## src/rtl/status_flags.sv

```systemverilog
// status_flags: processor status register (P) stage behind the ALU.
// Holds the six architectural flags N,V,D,I,Z,C. It applies ALU results,
// flag instructions and PLP/RTI loads, formats P for PHP/BRK pushes, and
// qualifies IRQ/NMI requests for the sequencer.
//
// Build option: define STATUS_FLAGS_CMOS_DCLR_EN to make int_entry also clear D
// (65C02 behaviour). Without it, D is left alone on interrupt entry (NMOS).

module status_flags #(
  parameter logic [7:0] RESET_P = 8'h24
) (
  input  logic       clk,
  input  logic       rst,
  input  logic [7:0] alu_result,
  input  logic       alu_carry,
  input  logic       alu_overflow,
  input  logic       upd_nz,
  input  logic       upd_c,
  input  logic       upd_v,
  input  logic       upd_bit,
  input  logic [2:0] flag_op,
  input  logic       load_en,
  input  logic [7:0] load_data,
  input  logic       int_entry,
  input  logic       brk_push,
  input  logic       irq,
  input  logic       nmi,
  input  logic       nmi_ack,
  output logic [7:0] p_out,
  output logic [7:0] push_data,
  output logic       carry_to_alu,
  output logic       decimal_to_alu,
  output logic       irq_req,
  output logic       nmi_req
);

  typedef enum logic [2:0] {
    OP_NONE = 3'b000,
    OP_CLC  = 3'b001,
    OP_SEC  = 3'b010,
    OP_CLI  = 3'b011,
    OP_SEI  = 3'b100,
    OP_CLD  = 3'b101,
    OP_SED  = 3'b110,
    OP_CLV  = 3'b111
  } flag_op_e;

  logic n_q, v_q, d_q, i_q, z_q, c_q;
  logic n_d, v_d, d_d, i_d, z_d, c_d;
  logic irq_req_q, irq_req_d;
  logic nmi_req_q, nmi_req_d;
  logic nmi_prev_q, nmi_prev_d;

  logic     result_zero;
  flag_op_e op;

  assign result_zero = (alu_result == 8'h00);
  assign op          = flag_op_e'(flag_op);

  // Next flag values. Assignments are layered lowest priority first, so each
  // later write overrides only the bits it touches.
  always_comb begin
    // NOTE: every output gets a hold default first, so no path can infer a latch.
    n_d = n_q;
    v_d = v_q;
    d_d = d_q;
    i_d = i_q;
    z_d = z_q;
    c_d = c_q;

    if (load_en) begin
      // PLP/RTI replaces the whole register; bits 5 and 4 are not stored.
      n_d = load_data[7];
      v_d = load_data[6];
      d_d = load_data[3];
      i_d = load_data[2];
      z_d = load_data[1];
      c_d = load_data[0];
    end else begin
      // Plain ALU result capture.
      if (upd_nz) begin
        n_d = alu_result[7];
        z_d = result_zero;
      end
      if (upd_c) c_d = alu_carry;
      if (upd_v) v_d = alu_overflow;

      // BIT takes N/V from the operand itself rather than the ALU.
      if (upd_bit) begin
        n_d = load_data[7];
        v_d = load_data[6];
        z_d = result_zero;
      end

      // Explicit flag instructions override the ALU-driven writes.
      unique case (op)
        OP_CLC:  c_d = 1'b0;
        OP_SEC:  c_d = 1'b1;
        OP_CLI:  i_d = 1'b0;
        OP_SEI:  i_d = 1'b1;
        OP_CLD:  d_d = 1'b0;
        OP_SED:  d_d = 1'b1;
        OP_CLV:  v_d = 1'b0;
        default: ;
      endcase

      // Interrupt entry must mask further IRQs even if a CLI is in flight.
      if (int_entry) begin
        i_d = 1'b1;
`ifdef STATUS_FLAGS_CMOS_DCLR_EN
        d_d = 1'b0;
`endif
      end
    end
  end

  // Interrupt qualification. The IRQ mask uses the I value before this
  // edge's update, giving the one-instruction CLI/SEI latency of the 6502.
  always_comb begin
    irq_req_d  = irq & ~i_q;
    nmi_prev_d = nmi;
    nmi_req_d  = nmi_req_q;
    if (nmi_ack)          nmi_req_d = 1'b0;
    if (nmi & ~nmi_prev_q) nmi_req_d = 1'b1;  // a new edge beats the ack
  end

  // State register with asynchronous reset to RESET_P.
  always_ff @(posedge clk or posedge rst) begin
    if (rst) begin
      // NOTE: non-blocking assignments keep every flop sampling pre-edge values.
      n_q        <= RESET_P[7];
      v_q        <= RESET_P[6];
      d_q        <= RESET_P[3];
      i_q        <= RESET_P[2];
      z_q        <= RESET_P[1];
      c_q        <= RESET_P[0];
      irq_req_q  <= 1'b0;
      nmi_req_q  <= 1'b0;
      nmi_prev_q <= 1'b0;
    end else begin
      n_q        <= n_d;
      v_q        <= v_d;
      d_q        <= d_d;
      i_q        <= i_d;
      z_q        <= z_d;
      c_q        <= c_d;
      irq_req_q  <= irq_req_d;
      nmi_req_q  <= nmi_req_d;
      nmi_prev_q <= nmi_prev_d;
    end
  end

  assign p_out          = {n_q, v_q, 1'b1, 1'b0,     d_q, i_q, z_q, c_q};
  assign push_data      = {n_q, v_q, 1'b1, brk_push, d_q, i_q, z_q, c_q};
  assign carry_to_alu   = c_q;
  assign decimal_to_alu = d_q;
  assign irq_req        = irq_req_q;
  assign nmi_req        = nmi_req_q;

endmodule

```

## config.mk

```make
export PLATFORM = sky130hd
export DESIGN_NAME = status_flags
export DESIGN_NICKNAME = d
export VERILOG_FILES = /design/src/rtl/status_flags.sv
export SDC_FILE = /design/constraint.sdc
export NUM_CORES = 1
export LEC_CHECK = 0
export ABC_AREA = 0
export CORE_UTILIZATION = 33
export CTS_CLUSTER_DIAMETER = 200
export DETAILED_ROUTE_END_ITERATION = 10
export GPL_TIMING_DRIVEN = 0
export PLACE_DENSITY = 0.89
export SYNTH_ARGS = -nofsm -noshare
export SYNTH_HDL_FRONTEND = slang
export SYNTH_SLANG_ARGS = --single-unit
```

## constraint.sdc

```tcl
create_clock -name clk -period 2.65 [get_ports clk]
set_input_delay 0.53 -clock clk [delete_from_list [all_inputs] [get_ports clk]]
set_output_delay 0.53 -clock clk [all_outputs]
set_load 0.01 [all_outputs]
```

; ---- Yosys cells after proc, flatten, opt, wreduce, memory -nomap -nowiden
; Cells that the tools add are included.
[classes]
add_sub_neg = 0
n_mul = 0
div_mod_pow = 0
n_lt_le_gt_ge = 0
eq_ne = 7
n_shift = 0
muxes = 20
n_bitwise = 4
n_reduce_logical = 7
[op_table]
columns = op, n
row1 = $mux 1, 17
row2 = $eq 3x3->1 const B, 4
row3 = $reduce_bool 4->1, 3
row4 = $logic_not 8->1, 1
row5 = $eq 3x2->1 const B, 2
row6 = $pmux 1 s2, 3
row7 = $reduce_bool 3->1, 2
row8 = $eq 3x1->1 const B, 1
row9 = $and 1x1->1, 2
row10 = $not 1->1, 2
row11 = $reduce_bool 2->1, 1
[totals]
reg_bits = 9
latchBits = 0
ramBits = 0
romBits = 0
input_bits = 33
out_inout_bits = 20
wordCells = 47
n_memories = 0

; ---- Logic depth before layout (Yosys ltp)
[logic_depth]
word_depth = 4
depth_mapped = 4
mapped_depth_nobuf = 3

; ---- Least setup slack after synthesis
; Ideal clock, no wire load.
[synth_timing]
path_type = register to output
start = reg i_q
end = out p_out[2]
arrival_time_ns = 0.679
required_ns = 2.120
slack_ns = 1.441
path_stages_with_launch = 2
path_buffers = 1
path_cell_list = dfstp_2 > buf_4
[synth_lines]
columns = item, line
row1 = from (decl), 48  ; logic n_q, v_q, d_q, i_q, z_q, c_q;
row2 = from (signal assigned), 134  ; i_q <= RESET_P[2];
row3 = from (signal assigned), 144  ; i_q <= i_d;
row4 = to (decl), 29  ; output logic [7:0] p_out,
; No word-level cell between the ends.

; ---- Final worst setup path
[layout_timing]
start = reg i_q
end = out push_data[2]
[layout_lines]
columns = item, line
row1 = to (decl), 30  ; output logic [7:0] push_data,
; No word-level cell between the ends.

==> qor.csv <==
metric,value,unit
clock sinks,9,
CP Launch Point,i_q$_DFFE_PP1P_,
hold path depth,1,
crit start category,flip-flop,
clock buffer count from CTS,3,
crit path max fanout,5,
CTS resizes,0,
TNS Setup,0,ps
"Slew Viols, Final",0,
Fin Clk Skew,4.87,ps
Final nets,149,
Max-Cap Viols,0,
fin crit share,0.757,
vias in the first global route,585,
die width,44.6,um
wire length on met1,535,um
Post-synth top flop,dfrtp_1,
Crit Reg-Reg Startpoint,carry_to_alu$_DFFE_PP0P_,
critical setup path kind,flip-flop to output pin,
fraction of layout cells with a size suffix above 1,0.209,
core region area,1710,um2
post-synthesis area per instance,9.36,um2
unique cell type count in the Yosys netlist,23,
Post-synth EDFFs,0,
# Post-CTS Setup Buffers,0,
R2R Setup Slk,1620,ps
Synth warnings,0,
root buffer cell,clkbuf_4,
register area share after synthesis,0.378,
DR WL met3,123,um
initial core utilization,0.351,
Clock transition at path regs,60,ps
Fmax achieved,0.498,GHz
Yosys top cell area share,0.334,
Syn-to-layout area delta,87.1,%
CTS H-tree depth,1,
top sig layer,met4,
initial antenna violation count,0,
Synth Instances,64,
# setup viols final,0,
GRT Residual Overflow,0,
Pleak,0.491,nW
CP Data Arrival Time,1480,ps
CTS Buffer Depth,2,
Reg-to-Reg End,carry_to_alu$_DFFE_PP0P_,
CTS tree,built,
met2 WL,745,um
I/O Buffers,46,
"count leader, synth",buf_4,
Fin. Hold Viols,0,
RSZ-0062 raised after global routing,false,
Max IR drop VDD,175,uV
CTS Hold Buffers Added,0,
site row count,15,
status,finished clean,
Hold Path Class,flip-flop to flip-flop,
CP endpoint,push_data[2],
R2R depth,3,
GP Congestion,0.802,
Residual DRC,0,
DR vias,604,
Required @ worst endpoint,2120,ps
fillers,141,
Die Height,44.6,um
first-pass GRT wire length,2260,um
Vias/cell,4.31,
#FFs+latches synth,9,
post-DR wirelength/cell,10.2,um
Placed Instance Area,1090,um2
min Tclk post-route,2010,ps
largest net degree at the start of global routing,11,
Starting DRT DRC Count,4,
Setup crit end kind,output pin,
I/O pin total,53,
top post-synthesis cells by area,"dfrtp_1 (33%), buf_4 (20%), mux2i_1 (6.7%), a21oi_1 (5.0%), dfstp_2 (4.4%)",
Synth async-reset ratio,1.00,
full die area,1990,um2
"Design Area, Final",1120,um2
later-pin clock latency in the skew report,250,ps
WL final,1430,um
top cell type by total area after synthesis,dfrtp_1,
Pre-Repair DR Iteration Count,4,
Tot GR Track Use,0.161,
Final HPWL DP,1230,um
Power Density,387,nW/um2
ANT nets after route,0,
ANT cells,0,
Commonest cells post-synth,"buf_4 (16), dfrtp_1 (8), a21oi_1 (6), mux2i_1 (4), nor2_1 (4)",
Mapped Area,599,um2
## worst min path at each step
stage / from / endpoint / slack [ps]
detailed placement: nmi_prev_q$_DFF_PP0_ / nmi_req$_DFFE_PP0P_ / 430
floorplan: rst / carry_to_alu$_DFFE_PP0P_ / 360
CTS: nmi_prev_q$_DFF_PP0_ / nmi_req$_DFFE_PP0P_ / 450
finish: nmi_prev_q$_DFF_PP0_ / nmi_req$_DFFE_PP0P_ / 440
global route: nmi_prev_q$_DFF_PP0_ / nmi_req$_DFFE_PP0P_ / 460
global placement: nmi_prev_q$_DFF_PP0_ / nmi_req$_DFFE_PP0P_ / 420
## kinds of logic (layout without fill, tap and decap cells)
group,count (synthesis),in the layout,synth area share
other cells,2,3,0.0125
compound gates,14,14,0.159
mux,4,4,0.0668
buf+inv,20,70,0.238
simple gates,15,15,0.146
flops,9,9,0.378
## flip-flops by register name, indices dropped and copies added (netlist names)
name            flops
z_q                 1
n_q                 1
v_q                 1
carry_to_alu        1
i_q                 1
irq_req             1
decimal_to_alu      1
nmi_req             1
nmi_prev_q          1
## cell usage in the layout (no fill, tap or decap), drive strengths merged
master / n
nand2b: 2
a22o: 1
a21oi: 6
nor2: 4
nor3: 2
nor4: 2
nor2b: 2
inv: 3
o21ai: 2
nand4b: 1
clkbuf: 4
dfrtp: 8
buf: 17
mux2i: 4
clkdlybuf4s50: 46
nand2: 1
o31ai: 2
o22ai: 1
dfstp: 1
nand3: 1
a21boi: 2
conb: 3
## per-layer routing
| layer | track usage | up-vias |
|---|---|---|
| li1 | - | 302 |
| met1 | 0.179 | 266 |
| met2 | 0.276 | 34 |
| met3 | 0.0163 | 2 |
| met4 | 0.127 | 0 |
| met5 | 0 | - |
## worst max-delay path: stages, from the launching register on
cell	delay (ps)
dfstp_2	590
buf_4	120
clkdlybuf4s50_1	520
## report_power, final
group	switching, mW	internal (mW)
clock network	0.0437	0.0578
registers	0.0110	0.151
logic	0.0542	0.117
## final cells by class
type	count	area [um2]	area share
flip-flops and latches	9	226	0.202
well taps	25	31.3	0.0279
repair buffers	46	460	0.411
plain buffers	17	131	0.117
inverters	3	11.3	0.0100
clock buffers	4	26.3	0.0234
multi-input cells	36	234	0.209
## per-stage QoR
stage	instances	power (mW)	setup slack, ps	hold WS (ps)	util
after floorplan	65	0.236	1440	357	-
after global placement	136	0.331	914	421	0.641
after detailed placement	136	0.337	909	434	0.641
after CTS	140	0.443	624	448	0.656
after global routing	140	0.463	578	459	0.656
final	140	0.434	643	444	0.656
Note: power is estimated with default switching activity, not from simulation.
